$ cat config.mk
export PLATFORM = sky130hd
export DESIGN_NAME = hex_display_scanner
export DESIGN_NICKNAME = d
export VERILOG_FILES = /design/src/rtl/hex_display_scanner.sv
export SDC_FILE = /design/constraint.sdc
export NUM_CORES = 1
export LEC_CHECK = 0
export ABC_AREA = 1
export CORE_ASPECT_RATIO = 1.4
export CORE_UTILIZATION = 40
export DETAILED_ROUTE_END_ITERATION = 7
export SLEW_MARGIN = 20
export SYNTH_ARGS = -nofsm -noshare
export SYNTH_HDL_FRONTEND = slang
export SYNTH_SLANG_ARGS = --single-unit
$ cat constraint.sdc
create_clock -name Clock -period 1.8 [get_ports Clock]
set_input_delay 0.18 -clock Clock [delete_from_list [all_inputs] [get_ports Clock]]
set_output_delay 0.18 -clock Clock [all_outputs]
set_load 0.02 [all_outputs]
$ cat src/rtl/hex_display_scanner.sv
// hex_display_scanner: time-multiplexed driver for NUM_DIGITS common-anode
// 7-segment digits. It holds one nibble per digit, written over a req/ack
// handshake. A GUARD/DRIVE refresh FSM scans the digits. One shared hex
// decoder feeds registered an/seg outputs.
// Optional build macro: HEX_SCAN_LZ_BLANK_EN adds leading-zero suppression
// for digits above digit 0.
module hex_display_scanner #(
  parameter int NUM_DIGITS   = 4,
  parameter int ADDR_W       = 2,
  parameter int DIV_COUNT    = 49999,
  parameter int GUARD_CYCLES = 4
) (
  input  logic                  Clock,
  input  logic                  Resetn,
  input  logic                  wr_req,
  input  logic [ADDR_W-1:0]     wr_addr,
  input  logic [3:0]            wr_data,
  output logic                  wr_ack,
  input  logic [NUM_DIGITS-1:0] blank_mask,
  output logic [NUM_DIGITS-1:0] an,
  output logic [6:0]            seg,
  output logic                  frame_done
);

  localparam int DIV_W = (DIV_COUNT > 0) ? $clog2(DIV_COUNT + 1) : 1;
  localparam int GRD_W = (GUARD_CYCLES > 1) ? $clog2(GUARD_CYCLES) : 1;
  localparam logic [DIV_W-1:0]  DIV_LAST = DIV_W'(DIV_COUNT);
  localparam logic [GRD_W-1:0]  GRD_LAST = GRD_W'(GUARD_CYCLES - 1);
  localparam logic [ADDR_W-1:0] IDX_LAST = ADDR_W'(NUM_DIGITS - 1);

  typedef enum logic {ST_GUARD, ST_DRIVE} state_t;

  state_t                  state, state_nxt;
  logic [ADDR_W-1:0]       idx, idx_nxt;
  logic [DIV_W-1:0]        div_cnt, div_nxt;
  logic [GRD_W-1:0]        grd_cnt, grd_nxt;
  logic                    frame_nxt;
  logic [3:0]              digit_buf [NUM_DIGITS];
  logic [3:0]              cur_nib;
  logic                    cur_dark;
  logic [NUM_DIGITS-1:0]   sel_onehot;
  logic [NUM_DIGITS-1:0]   lz_dark;
  logic [NUM_DIGITS-1:0]   an_nxt;
  logic [6:0]              seg_nxt;

  // Active-low segment pattern (seg[6]=a ... seg[0]=g) for one hex nibble.
  function automatic logic [6:0] hex_to_seg(input logic [3:0] nib);
    logic [6:0] s;
    case (nib)
      4'h0: s = 7'h01;
      4'h1: s = 7'h4F;
      4'h2: s = 7'h12;
      4'h3: s = 7'h06;
      4'h4: s = 7'h4C;
      4'h5: s = 7'h24;
      4'h6: s = 7'h20;
      4'h7: s = 7'h0F;
      4'h8: s = 7'h00;
      4'h9: s = 7'h04;
      4'hA: s = 7'h08;
      4'hB: s = 7'h60;
      4'hC: s = 7'h31;
      4'hD: s = 7'h42;
      4'hE: s = 7'h30;
      default: s = 7'h38;
    endcase
    return s;
  endfunction

`ifdef HEX_SCAN_LZ_BLANK_EN
  // A digit above 0 goes dark when it and every more significant digit are 0.
  always_comb begin
    logic upper_zero;
    lz_dark    = '0;
    upper_zero = 1'b1;
    for (int i = NUM_DIGITS - 1; i > 0; i--) begin
      upper_zero = upper_zero && (digit_buf[i] == 4'h0);
      lz_dark[i] = upper_zero;
    end
  end
`else
  assign lz_dark = '0;
`endif

  // Select the nibble and blanking of the digit currently addressed by idx.
  always_comb begin
    cur_nib    = 4'h0;
    cur_dark   = 1'b0;
    sel_onehot = '0;
    for (int i = 0; i < NUM_DIGITS; i++) begin
      if (idx == ADDR_W'(i)) begin
        cur_nib       = digit_buf[i];
        cur_dark      = blank_mask[i] | lz_dark[i];
        sel_onehot[i] = 1'b1;
      end
    end
  end

  // Refresh FSM next state plus the an/seg/frame_done values to register.
  always_comb begin
    state_nxt = state;
    idx_nxt   = idx;
    div_nxt   = div_cnt;
    grd_nxt   = grd_cnt;
    frame_nxt = 1'b0;
    an_nxt    = '1;
    seg_nxt   = 7'h7F;
    case (state)
      ST_GUARD: begin
        if (grd_cnt == GRD_LAST) begin
          state_nxt = ST_DRIVE;
          grd_nxt   = '0;
          div_nxt   = '0;
        end else begin
          grd_nxt = grd_cnt + 1'b1;
        end
      end
      ST_DRIVE: begin
        if (!cur_dark) begin
          an_nxt  = ~sel_onehot;
          seg_nxt = hex_to_seg(cur_nib);
        end
        if (div_cnt == DIV_LAST) begin
          state_nxt = ST_GUARD;
          grd_nxt   = '0;
          div_nxt   = '0;
          if (idx == IDX_LAST) begin
            idx_nxt   = '0;
            frame_nxt = 1'b1;
          end else begin
            idx_nxt = idx + 1'b1;
          end
        end else begin
          div_nxt = div_cnt + 1'b1;
        end
      end
      default: state_nxt = ST_GUARD;
    endcase
  end

  // FSM state, digit index and slot counters.
  always_ff @(posedge Clock or negedge Resetn) begin
    if (!Resetn) begin
      state   <= ST_GUARD;
      idx     <= '0;
      div_cnt <= '0;
      grd_cnt <= '0;
    end else begin
      state   <= state_nxt;
      idx     <= idx_nxt;
      div_cnt <= div_nxt;
      grd_cnt <= grd_nxt;
    end
  end

  // Registered pin drivers: the decode lands on the pins one clock later.
  always_ff @(posedge Clock or negedge Resetn) begin
    if (!Resetn) begin
      an         <= '1;
      seg        <= 7'h7F;
      frame_done <= 1'b0;
    end else begin
      an         <= an_nxt;
      seg        <= seg_nxt;
      frame_done <= frame_nxt;
    end
  end

  // Write handshake: accept only while ack is low, so the ack is one cycle
  // and back-to-back writes from a held request are two clocks apart.
  // Out-of-range addresses are acknowledged without touching the buffer.
  always_ff @(posedge Clock or negedge Resetn) begin
    if (!Resetn) begin
      wr_ack <= 1'b0;
      for (int i = 0; i < NUM_DIGITS; i++) digit_buf[i] <= 4'h0;
    end else if (wr_ack) begin
      wr_ack <= 1'b0;
    end else if (wr_req) begin
      wr_ack <= 1'b1;
      for (int i = 0; i < NUM_DIGITS; i++) begin
        if (wr_addr == ADDR_W'(i)) digit_buf[i] <= wr_data;
      end
    end
  end

endmodule

==> Word level (Yosys, flattened, before mapping) <==
Memory sizes are Yosys's and may differ from the RTL's.
Cells that the tools add are included.
{ "totals": {"mem_count": 1, "regBits": 50, "latch_bits": 0, "romBits": 112, "ram_bits": 0, "input_bits": 13, "wordCells": 66, "out_inout_bits": 13} }
{ "memory_table": {"columns": ["name", "depth", "width", "read_ports", "rd_ports_with_merged_regs", "write_ports", "line_no", "rtl"], "rows": [
  ["(no name shown)", 16, 7, 1, 0, 0, "49", "case (nib)"]
]} }
{ "op_classes": {"bitwise": 3, "multipliers": 0, "n_reduce_logical": 7, "n_div": 0, "shifts": 0, "muxes": 30, "magnitude_cmp": 0, "n_eq_ne": 10, "n_addsub": 3} }
{ "op_table": {"columns": ["op", "n"], "rows": [
  ["2-to-1 mux 16 bit", 2],
  ["one-hot mux 16 bit (2 select lines)", 1],
  ["2-to-1 mux 4 bit", 6],
  ["adder 16 x 1 -> 16 bit (second input constant)", 1],
  ["equality test 16 bit (second input constant)", 1],
  ["2-to-1 mux 1 bit", 14],
  ["2-to-1 mux 7 bit", 2],
  ["AND reduction 3 bit", 4],
  ["equality test 2 bit (second input constant)", 5],
  ["2-to-1 mux 2 bit", 3],
  ["adder 2 x 1 -> 2 bit (second input constant)", 2],
  ["equality test 2 x 1 -> 1 bit (second input constant)", 2],
  ["logical NOT 2 bit", 2],
  ["inverter 4 bit", 1],
  ["one-hot mux 2 bit (2 select lines)", 1],
  ["!= test 2 x 1 -> 1 bit (second input constant)", 1],
  ["!= test 2 bit (second input constant)", 1],
  ["inverter 1 bit", 2],
  ["one-hot mux 1 bit (2 select lines)", 1],
  ["AND reduction 2 bit", 1]
]} }

==> Longest topological paths before layout <==
Gate-level depths: netlist of the first run.
An unclocked memory read counts as a cell.
{ "depth": {"word_depth": 8, "ltp_mapped": 14, "depth_no_buf": 13} }

==> Least setup slack after synthesis of the first run <==
OpenSTA, ideal clock, no wires.
{ "synth_path": {"path_type": "register to register", "from": "reg idx[0]", "to": "reg seg[3]", "path_buffers": 1, "setup_ns": 0.083, "path_stages_with_launch": 14, "arrival_ns": 1.748, "setup_slack_ns": -0.031, "period_less_slack_ns": 1.831, "t_required_ns": 1.717, "cell_sequence": "dfrtp_1 ha_1 buf_6 inv_2 nand3_1 nand2_1 nand2_1 a21oi_2 inv_2 ha_1 nand3_1 nand2_1 nand2_1 nand3_1"} }
{ "synth_between": {"elab_chain_len": 8, "elab_cells_between_ends": 15, "cone_classes": "3 x eq/ne; 10 x mux; 1 x reduce/logical; 1 x memory"} }
{ "synth_lines": {"columns": ["item", "line_no", "rtl"], "rows": [
  ["from (decl)", "34", "logic [ADDR_W-1:0] idx, idx_nxt;"],
  ["from (signal assigned)", "150", "idx <= idx_nxt;"],
  ["logical NOT 2 bit", "91", "if (idx == ADDR_W'(i)) begin"],
  ["2-to-1 mux 4 bit (4 in series)", "91", null],
  ["memory read (16 x 7 bit)", null, null],
  ["2-to-1 mux 7 bit (*)", "119", "if (!cur_dark) begin"],
  ["2-to-1 mux 7 bit (*)", "108", "case (state)"],
  ["via seg_nxt[3]", "44", "logic [6:0] seg_nxt;"],
  ["to (signal assigned)", "164", "seg <= seg_nxt;"],
  ["to (decl)", "21", "output logic [6:0] seg,"]
]} }
The timed path passes the listed nets; every way through them passes the cells marked *.
A chain may end at the register's enable or synchronous reset.

==> Final worst setup path of the first run <==
{ "layout_path": {"from": "reg idx[1]", "to": "reg seg[3]"} }
Same word-level chain as after synthesis.

==> impl_metrics.yaml, run 1 <==
setup_path:
  crit_fanout: 5
  cpMaxStageDelayCell: "dfrtp_1"
  cp-end-kind: "flip-flop"
  crit_arrival_ns: 2.12
  crit_path_start: "idx[1]$_DFFE_PN0P_"
  required_ns: 2.06
  cp_cell_sequence: "inv_2, ha_4, inv_4, nand3_2, nand2_2, nand2_2, a21oi_4, inv_4, ha_4, nand3_2, nand2_1, nand2_1, nand3_2"
  slowest_delay_ns: 0.41
  worstSetupStartpointType: "flip-flop"
  crit-reg2reg-launch: "idx[1]$_DFFE_PN0P_"
  reg2reg_slack_ns: -0.07
  cp-endpoint: "seg[3]$_DFF_PN1_"
  r2r-end: "seg[3]$_DFF_PN1_"
  reg2reg_depth: 13
  critPathMostFrequentCell: "nand3_2"
  critical_path_buf_inv_count: 3
  critPathTopFamily: "adder cells"
  worst-path-stages: 13
  critPathKind: "reg -> reg"
route:
  drcViolationCount: 0
  drt_iter0_drc: 79
  wl_per_cell_um: 14.2
  ant_nets: 0
  met1_length_um: 2950
  routed_via_density: 5.07
  route.met2.wl_um: 3550
  detail_route.first_pass.iterations: 5
  vias: 2447
  finalWirelength_um: 6850
  wl_met3_um: 183
  routed.top_layer: "met4"
floorplanning:
  fp.dieW_um: 72.9
  rows: 35
  dieArea_mm2: 0.00737
  initial_core_util_pct: 42.0
  pin_count: 26
  die_h_um: 101
  core-area_mm2: 0.00670
cts:
  cts-root-buf: "clkbuf_8"
  clock_sinks: 50
  cts_max_level: 2
  cts_buffer_depth: 2
  path_clk_slew_ns: 0.09
  clk_latency_ns: 0.30
  cts_buffers: 5
  cts_tree: "yes"
cells_and_area:
  area_growth_pct: 28.9
  layout_common_cells: "nand2_1 (85), dfrtp_1 (38), nand3_1 (28)"
  fillers: 639
  nets: 415
  drive_gt1_share_pct: 28.6
  final_common_cell: "nand2_1"
  fin_cells: 483
  n_antenna_cell: 0
  final_core_util_pct: 54.1
flow_run:
  drv_cap: 0
place:
  finalWeightedCongestion: 0.876
  portBuffers: 25
  hpwl_um: 5000
  post-place-ws_ns: -0.0529
  dp.cells: 467
logic_synthesis:
  synth_cell_types: 38
  synth-seq-cells: 50
  syn-num-nets: 365
  synth_area_leaders: "dfrtp_1 (35%), nand2_1 (12%), dfstp_2 (10%), nand3_1 (6.2%), ha_1 (5.3%)"
  async_flop_share_pct: 100
  synth_flop_cell: "dfrtp_1"
  synth.largest_area_cell: "dfrtp_1"
  synth-edff-count: 0
  synth.top_cell.area_share_pct: 34.7
  yosysWarningCount: 0
  ys_seq_area_share_pct: 45.0
  avgSynthCellArea_um2: 8.27
  netlist_area_mm2: 0.00281
  synth_cells: 340
timing:
  hold_ws_ns: 0.341
  rsz0062_at_grt: "yes"
  fin_tns_setup_ns: -0.251
  final_max_slew_viol_count: 0
  relSlewSlack_pct: 71.1
  post-route-period-util_pct: 104
  setup_violations: 7
  fmax_ghz: 0.535
  period_needed_ns: 1.87
  worstMarginPinSlew_ns: 0.433
  skew_ns: 0.00711
  finalHoldViolCount: 0
  fin_ws_ns: -0.0691
global_routing:
  grt_pass1_vias: 2354
  grt_overflow: 0
  grt_util_all_layers_pct: 19.5
  grt_pass1_wl_um: 10900
  grt_max_degree: 20
  antenna_found_initial: 0
outcome:
  violations: "negative setup slack"
  status: "finished, violations left"
hold_path:
  hold_class: "in -> async"
pwr:
  peakVddDrop_mv: 0.434
  leakage_nw: 1.63
  power_density_mw_per_mm2: 720
[cell usage after synthesis (all sizes together), types with 2 or more instances]
cell / instances
nand2: 100
dfrtp: 39
nand3: 38
inv: 35
o21ai: 30
nor2: 23
ha: 12
nand4: 12
a21oi: 11
dfstp: 11
nor3: 7
o22ai: 4
buf: 3
or2: 3
xor2: 3
a21boi: 2
o211ai: 2
[kinds of logic after synthesis]
| kind of cell | Yosys count | share of synthesized area (%) |
|---|---|---|
| AO/OA/AOI/OAI | 50 | 10.6 |
| XOR/XNOR | 4 | 1.25 |
| adder cells (fa/ha/maj) | 12 | 5.34 |
| buffers and inverters | 40 | 5.87 |
| flip-flops | 50 | 45.0 |
| AND/OR/NAND/NOR | 184 | 32.0 |
[state kept, by name, summed over array words and instances (netlist names)]
name,count
an,4
digit_buf,16
div_cnt,16
frame_done,1
grd_cnt,2
idx,2
seg,7
state,1
wr_ack,1
[metal layers]
layer	GRT usage, %	vias to the layer above
met3	2.89	15
met1	24.3	1147
met2	33.7	60
li1	-	1225
met4	7.54	0
met5	0	-
[worst min-delay path by stage]
stage | startpoint | end
2_1_floorplan | Resetn | digit_buf[0]$_DFFE_PN0P_
6_report | Resetn | div_cnt[8]$_DFFE_PN0P_
3_5_place_dp | Resetn | div_cnt[8]$_DFFE_PN0P_
4_1_cts | Resetn | div_cnt[11]$_DFFE_PN0P_
3_3_place_gp | Resetn | div_cnt[8]$_DFFE_PN0P_
5_1_grt | Resetn | div_cnt[11]$_DFFE_PN0P_
[area by class of cell]
cell class	instances	area, um^2	share of cell area (%)
repair buffers	47	424	11.7
well taps	92	115	3.18
inverters	36	148	4.07
clock buffers	5	68.8	1.90
flip-flops and latches	50	1270	34.9
clock inverters	3	21.3	0.587
multi-input cells	250	1580	43.6
[power breakdown]
group / leakage (nW) / internal (mW) / total [mW] / switching, mW
logic: 0.980 / 0.279 / 0.637 / 0.358
registers: 0.610 / 1.25 / 1.31 / 0.0662
clock network: 0.0441 / 0.274 / 0.659 / 0.385
[timing repair]
item | 4_1_cts | 5_1_grt
endpoints found under the setup margin | 6 | 7
pin swaps | 5 | 23
hold buffers | 1 | 0
endpoints found under the hold margin | 16 | 0
setup buffers | 4 | 3
gates resized for setup | 9 | 38
[metrics by stage]
step	instance area [um^2]	total power [mW]
CTS	3420	2.51
global placement	3250	1.83
global route	3620	2.77
floorplan	2820	1.62
detailed placement	3250	1.83
finish	3620	2.61
Note: power is estimated with default switching activity, not from simulation.
==> run 2: changes to the inputs <==
Settings changed: PLACE_DENSITY set to 0.59.
==> run 2 against run 1 <==
The flow still finishes with violations (negative setup slack). Die area unchanged. Clock skew up 0.0047 ns. Total power up 4.4%. Non-clock buffer count grew 3. Setup slack worse by 0.050 ns. Via count up 2.5%. Fmax fell by 2.6%. Sequential power is essentially flat. Sequential cell count is the same. Global-route usage up 1.4 points. Critical path depth unchanged. Largest cell class unchanged. Largest power group unchanged.
==> impl_metrics.yaml, run 2 (synthesis results as in run 1) <==
outcome:
  status: "finished, violations left"
  violations: "negative setup slack"
route:
  finalWirelength_um: 7440
  wl_per_cell_um: 15.3
  drt_iter0_drc: 125
  ant_nets: 0
  vias: 2508
  drcViolationCount: 0
  routed_via_density: 5.16
  detail_route.first_pass.iterations: 4
floorplanning:
  fp.dieW_um: 72.9
  initial_core_util_pct: 42.0
  dieArea_mm2: 0.00737
  core-area_mm2: 0.00670
  die_h_um: 101
  pin_count: 26
  rows: 35
setup_path:
  critPathKind: "reg -> reg"
  cp-end-kind: "flip-flop"
  cpMaxStageDelayCell: "dfrtp_1"
  crit-reg2reg-launch: "idx[1]$_DFFE_PN0P_"
  critPathTopFamily: "simple AND/OR/NAND/NOR gates"
  required_ns: 2.05
  crit_fanout: 5
  cp_cell_sequence: "inv_2, ha_4, inv_4, nand3_2, nand2_2, nand2_2, a21oi_4, inv_4, ha_4, nand3_2, nand2_1, nand2_1, nand3_1"
  r2r-end: "seg[3]$_DFF_PN1_"
  slowest_delay_ns: 0.42
  worstSetupStartpointType: "flip-flop"
  crit_arrival_ns: 2.17
  reg2reg_slack_ns: -0.12
  critical_path_buf_inv_count: 3
  reg2reg_depth: 13
pwr:
  peakVddDrop_mv: 0.388
  power_density_mw_per_mm2: 730
  total_power_mw: 2.72
  leakage_nw: 1.70
hold_path:
  hold_class: "in -> async"
cts:
  clk_latency_ns: 0.30
  cts_buffer_depth: 2
  clock_sinks: 50
  cts_max_level: 2
  cts-root-buf: "clkbuf_8"
  path_clk_slew_ns: 0.10
  cts_tree: "yes"
  cts_buffers: 5
global_routing:
  grt_util_all_layers_pct: 20.8
  grt_overflow: 0
  grt_pass1_wl_um: 11600
  grt_max_degree: 35
  antenna_found_initial: 0
  grt_pass1_vias: 2477
timing:
  fin_ws_ns: -0.119
  final_max_slew_viol_count: 0
  setup_violations: 7
  worstMarginPinSlew_ns: 0.411
  relSlewSlack_pct: 72.6
  post-route-period-util_pct: 107
  period_needed_ns: 1.92
  skew_ns: 0.0118
  finalHoldViolCount: 0
  fmax_ghz: 0.521
  fin_tns_setup_ns: -0.388
  rsz0062_at_grt: "yes"
cells_and_area:
  final_cell_area_mm2: 0.00373
  layout_common_cells: "nand2_1 (77), dfrtp_1 (38), nand3_1 (28)"
  nets: 418
  reg_top3: "digit_buf x16, div_cnt x16, seg x7"
  n_antenna_cell: 0
  final_common_cell: "nand2_1"
  drive_gt1_share_pct: 31.7
  area_growth_pct: 32.6
place:
  portBuffers: 25
  finalWeightedCongestion: 0.946
  hpwl_um: 5250
  placed_area_mm2: 0.00327
flow_run:
  drv_cap: 0
==> run 2: timing repair <==
action,CTS,global route
endpoints found under the hold margin,8,0
hold buffers,1,0
buffers inserted,4,6
gates resized for setup,13,50
endpoints found under the setup margin,7,10
pin swaps,8,25
==> run 2: layer usage <==
layer | vias up | global-route usage [%] | routed length, um
met5 | - | 0 | 0
met4 | 0 | 9.05 | 276
met3 | 24 | 2.89 | 168
met2 | 57 | 40.8 | 4310
met1 | 1201 | 21.6 | 2690
li1 | 1226 | - | -
==> run 2: worst max path at each step <==
stage | start | end | slack, ns | cells after the start
global route | idx[1]$_DFFE_PN0P_ | seg[3]$_DFF_PN1_ | -0.21 | 13
detailed placement | idx[0]$_DFFE_PN0P_ | seg[2]$_DFF_PN1_ | -0.14 | 11
finish | idx[1]$_DFFE_PN0P_ | seg[3]$_DFF_PN1_ | -0.12 | 13
CTS | idx[0]$_DFFE_PN0P_ | seg[5]$_DFF_PN1_ | 0.003 | 12
floorplan | idx[0]$_DFFE_PN0P_ | seg[3]$_DFF_PN1_ | 0.005 | 12
global placement | idx[0]$_DFFE_PN0P_ | seg[2]$_DFF_PN1_ | -0.12 | 11
==> run 2: stage by stage <==
stage / util [%] / hold slack (ns) / worst slack (ns) / instances
2_1_floorplan: - / -0.116 / 0.00477 / 340
5_1_grt: 55.6 / 0.374 / -0.211 / 486
3_3_place_gp: 48.8 / 0.134 / -0.115 / 467
3_5_place_dp: 48.8 / 0.136 / -0.144 / 467
6_report: 55.6 / 0.331 / -0.119 / 486
4_1_cts: 51.7 / 0.341 / 0.00330 / 480
==> run 2: area by class of cell <==
cell class	instances	area [um^2]
inverters	36	143
repair buffers	50	467
fillers	621	2970
flip-flops and latches	50	1270
well taps	92	115
clock buffers	6	82.6
clock inverters	2	12.5
multi-input cells	250	1640
==> run 2: power by group <==
group          total (mW)  switching (mW)  internal (mW)
sequential           1.33          0.0801           1.25
combinational       0.703           0.391          0.312
clock               0.694           0.384          0.310
total                2.72           0.855           1.87
